<file path="src/rtl/write_back.sv">
`default_nettype none
// ============================================================================
// Module      : write_back
// Description : Final pipeline stage: writeback source select, register-file
//               write port, PC redirect, and UART receive FIFO with stall.
// Revision    : 1.0 - initial release
// ============================================================================
module write_back #(
  parameter int INST_MEM_WIDTH = 2,
  parameter int FIFO_AW        = 2
) (
  input  logic                      CLK,
  input  logic                      reset,
  input  logic                      distinct,
  input  logic                      AorF,
  input  logic                      RegWrite,
  input  logic [1:0]                MemtoReg,
  input  logic [1:0]                Branch,
  input  logic                      UARTtoReg,
  input  logic [31:0]               read_data,
  input  logic [31:0]               register_data,
  input  logic [31:0]               alu_result,
  input  logic [4:0]                rdist,
  input  logic [25:0]               inst_index,
  input  logic [INST_MEM_WIDTH-1:0] pc,
  input  logic [INST_MEM_WIDTH-1:0] pc1,
  input  logic [INST_MEM_WIDTH-1:0] pc2,
  input  logic                      uart_rx_valid,
  input  logic [7:0]                uart_rx_data,
  output logic                      uart_rx_ready,
  output logic                      stall,
  output logic                      reg_we_int,
  output logic                      reg_we_float,
  output logic [4:0]                reg_waddr,
  output logic [31:0]               reg_wdata,
  output logic                      pc_redirect,
  output logic [INST_MEM_WIDTH-1:0] pc_target,
  output logic [FIFO_AW:0]          fifo_count,
  output logic [31:0]               retired
);

  localparam int c_DEPTH = 1 << FIFO_AW;
  localparam logic [FIFO_AW:0] c_DEPTH_CNT = c_DEPTH[FIFO_AW:0];

  logic [7:0]                r_mem [c_DEPTH];
  logic [FIFO_AW-1:0]        r_wr_ptr;
  logic [FIFO_AW-1:0]        r_rd_ptr;
  logic [FIFO_AW:0]          r_count;

  logic                      w_in_valid;
  logic                      w_commit;
  logic                      w_push;
  logic                      w_pop;
  logic                      w_redirect;
  logic [31:0]               w_wdata;
  logic [INST_MEM_WIDTH-1:0] w_target;

  // PC and the unused upper operand bits are not needed by this stage
  logic w_unused_bits;
  assign w_unused_bits = ^{pc, inst_index[25:INST_MEM_WIDTH],
                           register_data[31:INST_MEM_WIDTH]};

  assign w_in_valid    = !distinct;
  assign stall         = w_in_valid && UARTtoReg && (r_count == '0);
  assign w_commit      = w_in_valid && !stall;
  assign w_pop         = w_commit && UARTtoReg;
  assign uart_rx_ready = r_count < c_DEPTH_CNT;
  assign w_push        = uart_rx_valid && uart_rx_ready;
  assign fifo_count    = r_count;

  always_comb begin
    w_wdata = alu_result;
    if (UARTtoReg) begin
      w_wdata = {24'd0, r_mem[r_rd_ptr]};
    end else begin
      case (MemtoReg)
        2'b00:   w_wdata = alu_result;
        2'b01:   w_wdata = read_data;
        2'b10:   w_wdata = {{(32-INST_MEM_WIDTH){1'b0}}, pc1};
        default: w_wdata = register_data;
      endcase
    end
  end

  always_comb begin
    w_target   = register_data[INST_MEM_WIDTH-1:0];
    w_redirect = 1'b0;
    case (Branch)
      2'b01: begin
        w_target   = pc2;
        w_redirect = w_commit && (alu_result == 32'd0);
      end
      2'b10: begin
        w_target   = inst_index[INST_MEM_WIDTH-1:0];
        w_redirect = w_commit;
      end
      2'b11: begin
        w_target   = register_data[INST_MEM_WIDTH-1:0];
        w_redirect = w_commit;
      end
      default: w_redirect = 1'b0;
    endcase
  end

  always_ff @(posedge CLK) begin
    if (reset) begin
      reg_we_int   <= 1'b0;
      reg_we_float <= 1'b0;
      reg_waddr    <= 5'd0;
      reg_wdata    <= 32'd0;
      pc_redirect  <= 1'b0;
      pc_target    <= '0;
      retired      <= 32'd0;
    end else begin
      // Integer $0 is hardwired; float f0 is a real register
      reg_we_int   <= w_commit && RegWrite && !AorF && (rdist != 5'd0);
      reg_we_float <= w_commit && RegWrite && AorF;
      pc_redirect  <= w_redirect;
      if (w_commit) begin
        reg_waddr <= rdist;
        reg_wdata <= w_wdata;
        retired   <= retired + 32'd1;
      end
      if (w_redirect) begin
        pc_target <= w_target;
      end
    end
  end

  always_ff @(posedge CLK) begin
    if (reset) begin
      r_wr_ptr <= '0;
      r_rd_ptr <= '0;
      r_count  <= '0;
    end else begin
      if (w_push) begin
        r_wr_ptr <= r_wr_ptr + FIFO_AW'(1);
      end
      if (w_pop) begin
        r_rd_ptr <= r_rd_ptr + FIFO_AW'(1);
      end
      case ({w_push, w_pop})
        2'b10:   r_count <= r_count + (FIFO_AW+1)'(1);
        2'b01:   r_count <= r_count - (FIFO_AW+1)'(1);
        default: r_count <= r_count;
      endcase
    end
  end

  always_ff @(posedge CLK) begin
    if (!reset && w_push) begin
      r_mem[r_wr_ptr] <= uart_rx_data;
    end
  end

endmodule
`default_nettype wire

</file>
<file path="config.mk">
export PLATFORM = sky130hd
export DESIGN_NAME = write_back
export DESIGN_NICKNAME = d
export VERILOG_FILES = /design/src/rtl/write_back.sv
export SDC_FILE = /design/constraint.sdc
export NUM_CORES = 1
export LEC_CHECK = 0
export BUFFER_PORTS_ARGS = -buffer_cell sky130_fd_sc_hd__buf_2
export CAP_MARGIN = 10
export CELL_PAD_IN_SITES_DETAIL_PLACEMENT = 2
export CELL_PAD_IN_SITES_GLOBAL_PLACEMENT = 2
export CORE_MARGIN = 5
export CORE_UTILIZATION = 28
export DETAILED_ROUTE_END_ITERATION = 12
export GPL_ROUTABILITY_DRIVEN = 1
export PLACE_DENSITY_LB_ADDON = 0.25
export SYNTH_ARGS = -nofsm -noshare
export SYNTH_HDL_FRONTEND = slang
export SYNTH_SLANG_ARGS = --single-unit
</file>
<file path="constraint.sdc">
create_clock -name CLK -period 2.6 [get_ports CLK]
set_input_delay 0.26 -clock CLK [delete_from_list [all_inputs] [get_ports CLK]]
set_output_delay 0.26 -clock CLK [all_outputs]
set_load 0.01 [all_outputs]
</file>
## Yosys cells after proc, flatten, opt, wreduce, memory -nomap -nowiden

Memory sizes are Yosys's and may differ from the RTL's. A register that Yosys moved wholly into a read port is not among the register bits.
Index checks and enable logic that the tools add are counted.

| storage, ports and cells | value |
|---|---|
| input port bits | 152 |
| output and inout bits | 79 |
| word-level logic and storage cells | 54 |
| bits in registers | 81 |
| memories kept | 1 |
| bits in writable memories | 32 |

Memories:

| memory | depth | width | rd ports | clocked after Yosys merged registers in | write ports | RTL line | source |
|---|---|---|---|---|---|---|---|
| r_mem | 4 | 8 | 1 | 1 | 1 | 45 | `logic [7:0] r_mem [c_DEPTH];` |

| cells by class | value |
|---|---|
| mux-type cells | 9 |
| add/sub/neg operators | 5 |
| reduce and logical (&&, ||, !) cells | 21 |
| eq/ne operators | 7 |
| $lt $le $gt $ge | 1 |

Operator list:

| operator | count |
|---|---|
| $pmux 32 s3 | 1 |
| $add 32x1->32 const B | 1 |
| $logic_not 32->1 | 1 |
| $mux 32 | 1 |
| $logic_and 1x1->1 | 11 |
| $eq 2x2->1 const B | 4 |
| $eq 2x1->1 const B | 3 |
| $pmux 3 s2 | 1 |
| $reduce_bool 5->1 | 1 |
| $add 2x1->2 const B | 2 |
| $logic_not 1->1 | 4 |
| $mux 2 | 2 |
| $pmux 2 s2 | 1 |
| $add 3x1->3 const B | 1 |
| $logic_not 3->1 | 1 |
| $lt 3x3->1 const B | 1 |
| $sub 3x1->3 const B | 1 |
| $logic_not 2->1 | 1 |
| $mux 1 | 2 |
| $pmux 1 s2 | 1 |
| $reduce_bool 2->1 | 1 |
| $reduce_or 2->1 | 1 |

## Depth between registers and ports, before layout

Gate-level depths: netlist of run 1.

| depth | value |
|---|---|
| depth after elaboration | 8 |
| mapped depth | 8 |
| mapped depth without buffers | 8 |

## Least setup slack after synthesis of run 1

No wires, ideal clock.

| timing | value |
|---|---|
| path kind | register to register |
| start point | register r_count[2], in the netlist fifo_count[2] |
| end point | register r_count[2], in the netlist fifo_count[2] |
| setup slack | 501 ps |
| path buffers | 0 |
| setup time | 70 ps |
| data required time | 2530 ps |
| arrival time | 2029 ps |
| clock period less this slack | 2099 ps |
| cell stages (with the launch flop) | 9 |
| cell sequence | dfxtp_1 inv_1 a31oi_1 ha_1 inv_1 fa_1 xor2_1 or3_1 a21oi_1 |

| on the way | value |
|---|---|
| elaborated cells between the ends (all ways) | 13 |
| classes of those cells | 2 x add/sub; 1 x order compare; 2 x eq/ne; 1 x mux; 7 x reduce/logical |

RTL lines:

| item | RTL line | source |
|---|---|---|
| start, declared | 48 | `logic [FIFO_AW:0] r_count;` |
| start signal, assigned | 143 | `2'b10: r_count <= r_count + (FIFO_AW+1)'(1);` |
| start signal, assigned | 144 | `2'b01: r_count <= r_count - (FIFO_AW+1)'(1);` |
| start signal, assigned | 145 | `default: r_count <= r_count;` |
| $lt 3x3->1 (*) | 67 | `assign uart_rx_ready = r_count < c_DEPTH_CNT;` |
| via uart_rx_ready | 30 | `output logic uart_rx_ready,` |
| $logic_and 1x1->1 (*) | 68 | `assign w_push = uart_rx_valid && uart_rx_ready;` |
| $eq 2x1->1 / $eq 2x2->1 (equally long branches) | 142 | `case ({w_push, w_pop})` |
| $pmux 3 s2 / $reduce_bool 2->1 (equally long branches) | -- |  |

Mark *: on every way through the listed nets, which the timed path passes. The rest lies on a longest branch.
A chain may end at the register's enable or synchronous reset.

## Worst setup path in the final report of run 1

| timing | value |
|---|---|
| start point | register r_count[2], in the netlist fifo_count[2] |
| end point | register r_count[2], in the netlist fifo_count[2] |

| on the way | value |
|---|---|
| cells in the longest elaborated chain, start to end | 7 |
| elaborated cells between the ends (all ways) | 13 |
| classes of those cells | 2 x add/sub; 1 x order compare; 2 x eq/ne; 1 x mux; 7 x reduce/logical |

RTL lines:

| item | RTL line | source |
|---|---|---|
| $logic_not 3->1 (*) | 64 | `assign stall = w_in_valid && UARTtoReg && (r_count == '0);` |
| $logic_and 1x1->1 (*) | 64 |  |
| $logic_not 1->1 (*) | 65 | `assign w_commit = w_in_valid && !stall;` |
| $logic_and 1x1->1 (*) | 65 |  |
| $logic_and 1x1->1 (*) | 66 | `assign w_pop = w_commit && UARTtoReg;` |
| via w_pop | 53 | `logic w_pop;` |
| $eq 2x1->1 / $eq 2x2->1 (equally long branches) | 142 |  |
| $pmux 3 s2 / $reduce_bool 2->1 (equally long branches) | -- |  |

Marks and branches as above.

==> qor.txt, run 1 <==
Status = finished, final reports clean
CORE AREA = 19330 µm²
Antenna Violating Nets Remaining = 0
Critical Path RT = 2.94 ns
Post-Synth Adder-Cell Area = 0.02653
Pin count of the biggest net entering global routing = 89
Fin. Hold Viols = 0
Yosys warns = 0
Mux share of post-synthesis cell area = 0.1095
Clk sinks = 115
LEAKAGE = 3.181 nW
Routed wire length = 20.16 mm
Post-synth ARST share = 0
Final critical-path required period = 2.218 ns
Main synth FF type = dfxtp_1
Gr ovfl total = 0
Worst-Skew Late Latency = 0.40 ns
Synthesized area = 5471 µm²
Clk slew on worst S/H paths = 0.05 ns
Placer Congestion = 0.8144
Post-DP HPWL = 15.16 mm
Worst Path Max Fanout = 7
Syn Inst Count = 561
Synth Area in Compound Gates = 0.1088
Max Slew Vio Count = 0
Via density = 4.873
Slew headroom = 0.3251
Mapped Avg Cell Area = 9.753 µm²
Row cnt = 51
Vias in the first global route = 5628
Final cycle utilization of the critical path = 0.8530
Number of post-CTS setup repair buffers = 0
PortBufs = 204
DR DRC count = 0
Nets@finish = 921
Cell accounting for the most synthesized area = dfxtp_1
Initial antenna violation count = 3
Ratio of cells with drive above 1 in the final layout = 0.3437
Post-synthesis xor/xnor area fraction = 0.04162
Via count = 5058
Die Ht = 149.8 µm
Post-CTS Resized = 0
Pwr Total = 5.281 mW
Synth-to-Final Area Change = 35.44%
I/O pin total = 231
Max-cap violations = 0
Starting density of the core = 0.2830
Yosys top cell area share = 0.3037
Wire length per cell = 19.42 µm
CTS tree = yes
Worst slew pin tran = 1.008 ns
CTS Buf Count = 17
Syn_nets = 724
Setup Viol. Count Final = 0
CP Launch Type = flip-flop
Sequential-to-total area share from yosys stat = 0.4793
CP arrival = 2.55 ns
Chip width = 149.8 µm
Power per cell area = 712.6 nW/µm²
# hold bufs at CTS = 0
WS Path Type = flip-flop to flip-flop
Post-Synth Simple-Gate Area = 0.1955
Hold Path Class = input port to flip-flop
Peak supply drop = 0.4012 mV
Clock skew = 0.008934 ns
Clk root buf = clkbuf_16
#FFs+latches synth = 115
RSZ-0062 raised after global routing = false
Top post-synthesis cells by area = dfxtp_1 30%, edfxtp_1 18%, mux2i_1 6.2%, nor2_1 4.7%, mux4_2 4.1%
Initial drt markers = 141
H-Tree Depth = 4
Full die area = 22440 µm²
Total Routing Usage GR = 0.1805
Max Freq = 0.4509 GHz
Drt first pass iters = 4
Post-synth EDFFs = 32
First-pass GRT wire length = 31.24 mm
Number of library cell types mapped by synthesis = 46
Crit. End Element = flip-flop
CTS Buffer Depth = 2
Setup TNS = 0 ns
WHS = 0.07463 ns
Largest family of logic cells by synthesized area = simple AND/OR/NAND/NOR gates
==> report_power, final <==
part,internal (mW),total [mW],switching (mW),leakage (nW)
combinational,0.320,0.755,0.435,1.90
sequential,1.94,2.01,0.0769,0.965
clock,1.70,2.51,0.813,0.314
==> state kept, by name, summed over array words and instances, names as in the netlist, named ones only <==
register,count
r_rd_ptr,2
pc_target,2
fifo_count,3
reg_we_float,1
r_wr_ptr,2
reg_we_int,1
r_mem,32
pc_redirect,1
reg_waddr,5
retired,32
reg_wdata,32
==> synthesized netlist by cell type, types with 6 or more instances <==
| cell type | count |
|---|---|
| nand3_1 | 8 |
| a22oi_1 | 26 |
| mux4_2 | 10 |
| a21oi_1 | 23 |
| inv_1 | 15 |
| buf_2 | 7 |
| nor4_1 | 15 |
| dfxtp_1 | 83 |
| xor2_1 | 7 |
| nor2_1 | 68 |
| or3_1 | 7 |
| o21ai_0 | 37 |
| nand2_1 | 59 |
| ha_1 | 10 |
| nand2b_1 | 11 |
| clkbuf_1 | 20 |
| nor3_1 | 8 |
| nand4_1 | 10 |
| xnor2_1 | 19 |
| mux2i_1 | 34 |
| edfxtp_1 | 32 |
| o211ai_1 | 6 |
==> through the flow <==
step | utilization | instance area (µm²) | setup slack [ns] | cells
6_report | 0.3833 | 7411 | 0.3823 | 1038
5_1_grt | 0.3833 | 7411 | 0.1500 | 1038
4_1_cts | 0.3830 | 7406 | 0.3220 | 1036
3_5_place_dp | 0.3497 | 6761 | 0.2999 | 1004
3_3_place_gp | 0.3497 | 6761 | 0.3609 | 1004
2_1_floorplan | - | 5472 | 0.5006 | 561
==> worst max-delay path, cell delays in order (launching register included) <==
cell and delay [ns]:
dfxtp_1 0.44, inv_1 0.09, a31oi_1 0.32, ha_1 0.26, inv_1 0.06, fa_1 0.37
xor2_1 0.16, or3_1 0.30, a21oi_1 0.14
==> cell type report <==
type	instances	area (µm²)
Antenna cell	2	5.005
Clock inverter	7	116.4
Tap cell	265	331.6
Clock buffer	25	528.0
Timing Repair Buffer	212	1106
Multi-Input combinational cell	397	2645
Fill cell	2169	11920
Inverter	15	56.30
Sequential cell	115	2623
==> logic make-up after synthesis <==
family          count (synthesis)
compound gates                 99
xor+xnor                       26
fa+ha+maj                      11
buf+inv                        49
flops                         115
mux                            47
simple gates                  214
==> placed cells by master, fill, tap and decap left out, drive strengths merged, types with 2 or more instances in the layout <==
cell type / synthesis / layout
xor2: 7 / 7
a211o: 2 / 2
and2: 5 / 5
a22oi: 26 / 26
mux2: 3 / 3
edfxtp: 32 / 32
xnor2: 19 / 19
nand3: 8 / 8
and3: 4 / 4
and4: 5 / 5
mux2i: 34 / 34
and4b: 2 / 2
nand2: 59 / 59
buf: 14 / 212
or3: 9 / 9
nor4: 16 / 16
a211oi: 2 / 2
dfxtp: 83 / 83
nand2b: 11 / 11
ha: 10 / 10
nand4: 11 / 11
o211ai: 6 / 6
nor3: 8 / 8
a21oi: 23 / 23
mux4: 10 / 10
inv: 15 / 15
nor2: 68 / 68
clkbuf: 20 / 25
bufinv: 0 / 3
clkinv: 0 / 3
diode: 0 / 2
nor2b: 5 / 5
o21ai: 37 / 37
==> per-layer routing <==
metal,vias to the layer above,GRT usage,routed length [µm]
met1,2519,0.2085,8217
met3,23,0.04512,864
met4,2,0.05306,339
met5,-,0,11
li1,2402,-,-
met2,112,0.3292,10730
==> worst paths after layout <==
path              depth (start not counted)  slack (ns)            start             to
setup / recovery                          8        0.38    fifo_count[2]  fifo_count[2]
hold / removal                            1        0.07  uart_rx_data[2]    r_mem[2][2]
setup reg to reg                          8        0.38    fifo_count[2]  fifo_count[2]
hold reg to reg                           2        0.46     reg_waddr[0]   reg_waddr[0]
(Power assumes the default switching activity.)
==> run 2, diff against run 1 <==
--- a/config.mk
+++ b/config.mk
@@ -5,12 +5,13 @@
 export SDC_FILE = /design/constraint.sdc
 export NUM_CORES = 1
 export LEC_CHECK = 0
+export ABC_AREA = 1
 export BUFFER_PORTS_ARGS = -buffer_cell sky130_fd_sc_hd__buf_2
 export CAP_MARGIN = 10
 export CELL_PAD_IN_SITES_DETAIL_PLACEMENT = 2
 export CELL_PAD_IN_SITES_GLOBAL_PLACEMENT = 2
 export CORE_MARGIN = 5
-export CORE_UTILIZATION = 28
+export CORE_UTILIZATION = 26
 export DETAILED_ROUTE_END_ITERATION = 12
 export GPL_ROUTABILITY_DRIVEN = 1
 export PLACE_DENSITY_LB_ADDON = 0.25
==> run 2 against run 1 <==
Worst hold slack got worse by 0.051 ns. Largest cell class unchanged. Critical endpoint is now retired[5]. Routed wire length rose by 13%. Sequential power shrank 2%. Sequential cell count is the same. Clock power is 11% lower.
==> qor.txt, run 2 <==
Util after Layout = 0.3471 (-0.03617)
Commonest non-fill, non-tap cells in the layout = 247 x nand2_1, 204 x buf_2, 100 x nor2_1, 83 x dfxtp_1, 78 x inv_1
Antenna Violating Nets Remaining = 0 (unchanged)
Die Ht = 160.8 µm (+7.4%)
Clk slew on worst S/H paths = 0.06 ns (about the same)
Pin count of the biggest net entering global routing = 46 (-48%)
Placer Congestion = 0.7753 (-4.8%)
Clock skew = 0.006260 ns (-0.002674 ns)
Peak supply drop = 0.3019 mV (-25%)
Commonest non-fill, non-tap cell in the layout = nand2_1
Post-Synth Adder-Cell Area = 0.02455 (-0.001981)
Post-Synth Simple-Gate Area = 0.3246 (+0.1291)
I/O pin total = 231 (unchanged)
Met3 Use GR = 0.05697 (+0.01184)
Syn Inst Count = 809 (+44%)
Initial drt markers = 233 (+65%)
Top-count cell post-synth = nand2_1
Drt first pass iters = 4 (unchanged)
Slew headroom = 0.5578 (+0.2328)
CP Launch Type = flip-flop
Max-cap violations = 0 (unchanged)
Post-synth EDFFs = 32 (unchanged)
LEAKAGE = 3.490 nW (+9.7%)
# hold bufs at CTS = 0 (unchanged)
Post-synth ARST share = 0 (unchanged)
Initial antenna violation count = 3 (unchanged)
Synthesized area = 5913 µm² (+8.1%)
Synth-to-Final Area Change = 32.10%
Max Freq = 0.4722 GHz (+4.7%)
Yosys warns = 0 (unchanged)
Main synth FF type = dfxtp_1
Slowest stage cell, crit path = buf_4
#FFs+latches synth = 115 (unchanged)
Chip width = 160.8 µm (+7.4%)
Power per cell area = 615.2 nW/µm² (-14%)
Ratio of cells with drive above 1 in the final layout = 0.2713 (-0.07239)
Sw Share = 0.2794 (+0.02840)
Multi-input combinational cell area = 2824 µm² (+6.8%)
Yosys top cell area share = 0.2810 (-0.02268)
Setup TNS = 0 ns (unchanged)
Crit. End Element = flip-flop
CTS tree = yes
Fillcell total = 2688 (+24%)
Status = finished, final reports clean
Max Slew Vio Count = 0 (unchanged)
CTS Buffer Depth = 2 (unchanged)
Number of post-CTS setup repair buffers = 0 (unchanged)
WS Path Type = flip-flop to flip-flop
Nets@finish = 1182 (+28%)
CP peak stage delay = 0.49 ns (+0.05 ns)
Commonest cells post-synth = 247 x nand2_1, 101 x nor2_1, 83 x dfxtp_1
Fin. Hold Viols = 0 (unchanged)
Post-DP HPWL = 17.30 mm (+14%)
Gr ovfl total = 0 (unchanged)
Sw power = 1.343 mW (+1.3%)
Pwr Total = 4.806 mW (-9.0%)
Sequential power share = 0.407 (+0.026)
Total Routing Usage GR = 0.1760 (-0.004560)
Wire length per cell = 17.24 µm (-11%)
PortBufs = 204 (unchanged)
Final cycle utilization of the critical path = 0.8145 (-0.03843)
RSZ-0062 raised after global routing = false
First-pass GRT wire length = 36.29 mm (+16%)
Register Area = 2623 µm² (unchanged)
Ant diodes = 0 (-2)
Starting density of the core = 0.2628 (-0.02021)
CORE AREA = 22500 µm² (+16%)
Top post-synthesis cells by area = dfxtp_1 28%, edfxtp_1 16%, nand2_1 16%, nor2_1 6.4%, inv_1 5.0%
Setup Viol. Count Final = 0 (unchanged)
Number of library cell types mapped by synthesis = 40 (-13%)
Sequential-to-total area share from yosys stat = 0.4435 (-0.03580)
Post-CTS Resized = 0 (unchanged)
Hold Path Class = input port to flip-flop
Critical Path RT = 2.94 ns (about the same)
Vias in the first global route = 6910 (+23%)
Clock power share = 0.465 (-0.011)
Post-synthesis xor/xnor area fraction = 0.002962 (-0.03866)
Final critical-path required period = 2.118 ns (-0.09992 ns)
Routed wire length = 22.70 mm (+13%)
Clk root buf = clkbuf_16
CP arrival = 2.46 ns (-0.09 ns)
Worst Path Max Fanout = 45 (+38)
Worst slew pin tran = 0.6632 ns (-0.3446 ns)
Largest registers = r_mem: 32 flops, reg_wdata: 32 flops, retired: 32 flops
Mapped Avg Cell Area = 7.309 µm² (-25%)
DR DRC count = 0 (unchanged)
Cell accounting for the most synthesized area = dfxtp_1
Syn_nets = 972 (+34%)
Full die area = 25860 µm² (+15%)
Mux share of post-synthesis cell area = 0 (-0.1095)
Largest family of logic cells by synthesized area = simple AND/OR/NAND/NOR gates
GRT Max-Usage Layer = met2
Logic pwr share = 0.128 (-0.015)
Worst path cell trace = nor3_2, nand2_4, nand2_8, buf_4, inv_4, nand3_1, o21ai_0, a21oi_1
Row cnt = 55 (+7.8%)
H-Tree Depth = 4 (unchanged)
Via density = 4.728 (-3.0%)
Synth Area in Compound Gates = 0.1251 (+0.01620)
Worst-Skew Late Latency = 0.41 ns (about the same)
Routing usage on met1 = 0.1971 (-0.01137)
Internal Dissipation = 3.463 mW (-12%)
CTS Buf Count = 17 (unchanged)
Via count = 6227 (+23%)
Clk sinks = 115 (unchanged)
Met2 Usage GRT = 0.3179 (-0.01127)
==> run 2: cell count changes after synthesis, sizes merged, moves of 30 or more <==
cell / delta
inv: +66
a21oi: +30
nor2: +45
nand3: +35
mux2i: -34
nand2: +194
==> run 2: kinds of logic (layout without fill, tap and decap cells) <==
family,Yosys count,count (layout)
adders and majority gates,11,11
DFF,115,115
AOI/OAI and AO/OA,131,131
buffers and inverters,110,333
and+or+nand+nor,440,440
xor gates and xnor gates,2,2
==> run 2: path summary, 6_finish.rpt <==
check | startpoint | endpoint | slack [ns] | depth (start not counted)
max | fifo_count[0] | retired[5] | 0.48 | 8
min | AorF | reg_we_int | 0.02 | 2
max reg2reg | fifo_count[0] | retired[5] | 0.48 | 8
min reg2reg | reg_wdata[9] | reg_wdata[9] | 0.46 | 2
==> run 2: area by class of cell <==
class / instances / area share
repair buffers: 219 / 0.1451
flip-flops and latches: 115 / 0.3357
clock buffers: 17 / 0.05446
clock inverters: 15 / 0.01730
well taps: 285 / 0.04565
inverters: 82 / 0.04021
multi-input cells: 584 / 0.3615
==> run 2: worst max-delay path, delay by kind of cell (launching register included) <==
family                 cells  cell delay, ns
and+or+nand+nor            4            0.62
buffers and inverters      2            0.82
DFF                        1            0.35
AOI/OAI and AO/OA          2            0.25
==> run 2: per-stage QoR <==
| step | hold slack, ns | setup slack, ns | area (µm²) | instances |
|---|---|---|---|---|
| 6_report | 0.02347 | 0.4822 | 7811 | 1317 |
| 5_1_grt | 0.003362 | 0.2518 | 7811 | 1317 |
| 4_1_cts | 0.008230 | 0.3771 | 7811 | 1317 |
| 3_5_place_dp | 0.4545 | 0.4054 | 7251 | 1285 |
| 3_3_place_gp | 0.4449 | 0.4698 | 7251 | 1285 |
| 2_1_floorplan | 0.3385 | 0.6318 | 5913 | 809 |
==> run 2: per-layer routing <==
layer | part of all wire | vias up
met5 | 0.0018 | -
met4 | 0.015 | 4
met3 | 0.060 | 22
met2 | 0.50 | 148
met1 | 0.42 | 3001
li1 | - | 3052
==> run 2: power by group through the flow <==
| stage | clock network (mW) | logic (mW) | registers (mW) |
|---|---|---|---|
| 2_1_floorplan | 0 | 0.315 | 2.01 |
| 3_3_place_gp | 0 | 0.610 | 1.99 |
| 3_5_place_dp | 0 | 0.628 | 2.00 |
| 4_1_cts | 2.30 | 0.633 | 1.96 |
| 5_1_grt | 2.38 | 0.696 | 1.97 |
| 6_report | 2.23 | 0.614 | 1.96 |
==> run 3, diff against run 2 <==
==> constraint.sdc (replaced) <==
create_clock -name CLK -period 2.2 [get_ports CLK]
set_input_delay 0.22 -clock CLK [delete_from_list [all_inputs] [get_ports CLK]]
set_output_delay 0.22 -clock CLK [all_outputs]
set_load 0.01 [all_outputs]
==> run 3 against run 2 <==
Clock skew rose by 0.0030 ns. Global-route usage is 0.065 points lower. Utilization increased by 0.37 points. Non-clock buffer count up 4. Sequential share of layout area down 0.35 points. Via count unchanged. Maximum frequency is 11% higher.
==> qor.txt, run 3 (synthesis gave the netlist of run 2 again) <==
Drt first pass iters = 6 (+2)
Chip width = 160.8 µm (unchanged)
LEAKAGE = 3.536 nW (+1.3%)
Clk root buf = clkbuf_16
CP Launch Type = flip-flop
CTS Buffer Depth = 2 (unchanged)
Slew headroom = 0.5346 (-0.02322)
Final critical-path required period = 1.914 ns (-0.2038 ns)
WP buf/inv = 1 (-1)
Slack of the critical path = 0.2860 ns (-0.1962 ns)
CP delay by family, top = adder cells
Hold Path Class = input port to flip-flop
Worst slew pin tran = 0.6973 ns (+0.03406 ns)
Clock skew = 0.009275 ns (+0.003015 ns)
Register Area = 2623 µm² (unchanged)
Placer Congestion = 0.7829 (+0.98%)
Pwr Total = 5.925 mW (+23%)
PortBufs = 204 (unchanged)
Initial drt markers = 178 (-24%)
Total Routing Usage GR = 0.1753 (-0.0006514)
CORE AREA = 22500 µm² (unchanged)
Final cycle utilization of the critical path = 0.8700 (+0.05546)
Multi-input combinational cell area = 2824 µm² (unchanged)
Nets@finish = 1186 (+0.34%)
Clk sinks = 115 (unchanged)
Post-placement worst setup slack = 0.2119 ns (-0.1936 ns)
Power per cell area = 750.6 nW/µm² (+22%)
CP arrival = 2.21 ns (-0.25 ns)
Max Slew Vio Count = 0 (unchanged)
Routed wire length = 22.72 mm (about the same)
Via count = 6227 (unchanged)
WS Path Type = flip-flop to flip-flop
DR DRC count = 0 (unchanged)
Peak supply drop = 0.3282 mV (+8.7%)
Post-DP HPWL = 17.41 mm (+0.64%)
First-pass GRT wire length = 36.29 mm (about the same)
Setup Viol. Count Final = 0 (unchanged)
Initial antenna violation count = 4 (+1)
Max Freq = 0.5225 GHz (+11%)
Max-cap violations = 0 (unchanged)
Row cnt = 55 (unchanged)
Worst path cell trace = nor3_2, nand2_4, nand2_8, nor2_2, ha_1, inv_1, fa_1, a21oi_1, o21ai_0, o21ai_0, a21oi_1
Wire length per cell = 17.18 µm (-0.33%)
I/O pin total = 231 (unchanged)
Commonest non-fill, non-tap cell in the layout = nand2_1
Status = finished, final reports clean
Critical Path RT = 2.50 ns (-0.44 ns)
Crit. End Element = flip-flop
Largest registers = r_mem: 32 flops, reg_wdata: 32 flops, retired: 32 flops
CP peak stage delay = 0.41 ns (-0.08 ns)
Slowest stage cell, crit path = dfxtp_1
Vias in the first global route = 6798 (-1.6%)
Gr ovfl total = 0 (unchanged)
Number of post-CTS setup repair buffers = 0 (unchanged)
Worst Path Max Fanout = 5 (-89%)
Synth-to-Final Area Change = 33.50%
Antenna Violating Nets Remaining = 0 (unchanged)
Die Ht = 160.8 µm (unchanged)
Pin count of the biggest net entering global routing = 40 (-13%)
CTS tree = yes
CTS Buf Count = 17 (unchanged)
Worst-Skew Late Latency = 0.42 ns (about the same)
Clk slew on worst S/H paths = 0.06 ns (about the same)
Starting density of the core = 0.2628 (unchanged)
Util after Layout = 0.3508 (+0.003669)
Via density = 4.710 (-0.38%)
H-Tree Depth = 4 (unchanged)
RSZ-0062 raised after global routing = false
Fin. Hold Viols = 0 (unchanged)
Commonest non-fill, non-tap cells in the layout = 247 x nand2_1, 204 x buf_2, 100 x nor2_1, 83 x dfxtp_1, 78 x inv_1
Setup TNS = 0 ns (unchanged)
Fillcell total = 2677 (-0.41%)
Full die area = 25860 µm² (unchanged)
Ratio of cells with drive above 1 in the final layout = 0.2722 (+0.0008829)
## run 3: worst register-to-register path: cells and delay by family (launching register included)
kind / cells / cell delay, ns
flip-flops: 1 / 0.41
AND/OR/NAND/NOR: 4 / 0.33
AO/OA/AOI/OAI: 4 / 0.47
adder cells (fa/ha/maj): 2 / 0.53
buffers and inverters: 1 / 0.07
## run 3: repair_timing
item | in CTS | in global routing
hold endpoints to repair | 1 | 0
resized for setup | 0 | 0
hold buffers | 1 | 0
endpoints found under the setup margin | 0 | 0
## run 3: area by class of cell
type,instances,area share
Antenna cell,1,0.0003170
Tap cell,285,0.04517
Multi-Input combinational cell,584,0.3577
Clock buffer,18,0.05437
Sequential cell,115,0.3322
Clock inverter,14,0.02267
Timing Repair Buffer,223,0.1477
Inverter,82,0.03978
## run 3: through the flow
step	instance area (µm²)	hold slack [ns]	instances
floorplan	5913	0.2985	809
global placement	7273	0.4107	1288
detailed placement	7273	0.4147	1288
CTS	7891	0.006000	1321
global route	7894	0.01172	1322
finish	7894	0.02578	1322
## run 3: layer usage
layer | GRT usage | wire [µm] | vias to the layer above
met5 | 0 | 19 | -
met4 | 0.04188 | 194 | 4
met3 | 0.04901 | 1183 | 20
li1 | - | - | 3060
met1 | 0.2079 | 9946 | 2990
met2 | 0.3141 | 11370 | 153
## run 3: report_power, final
part | switching, mW | internal, mW | leakage, nW | total, mW
clock network | 1.08 | 1.80 | 0.299 | 2.88
logic | 0.455 | 0.276 | 2.27 | 0.731
registers | 0.0520 | 2.26 | 0.967 | 2.31
## run 3: final timing paths
path / start / to / slack (ns) / depth (start not counted)
min reg2reg: reg_wdata[22] / reg_wdata[22] / 0.46 / 2
min: uart_rx_data[7] / r_mem[0][7] / 0.03 / 1
max: fifo_count[0] / fifo_count[2] / 0.29 / 11
max reg2reg: fifo_count[0] / fifo_count[2] / 0.29 / 11
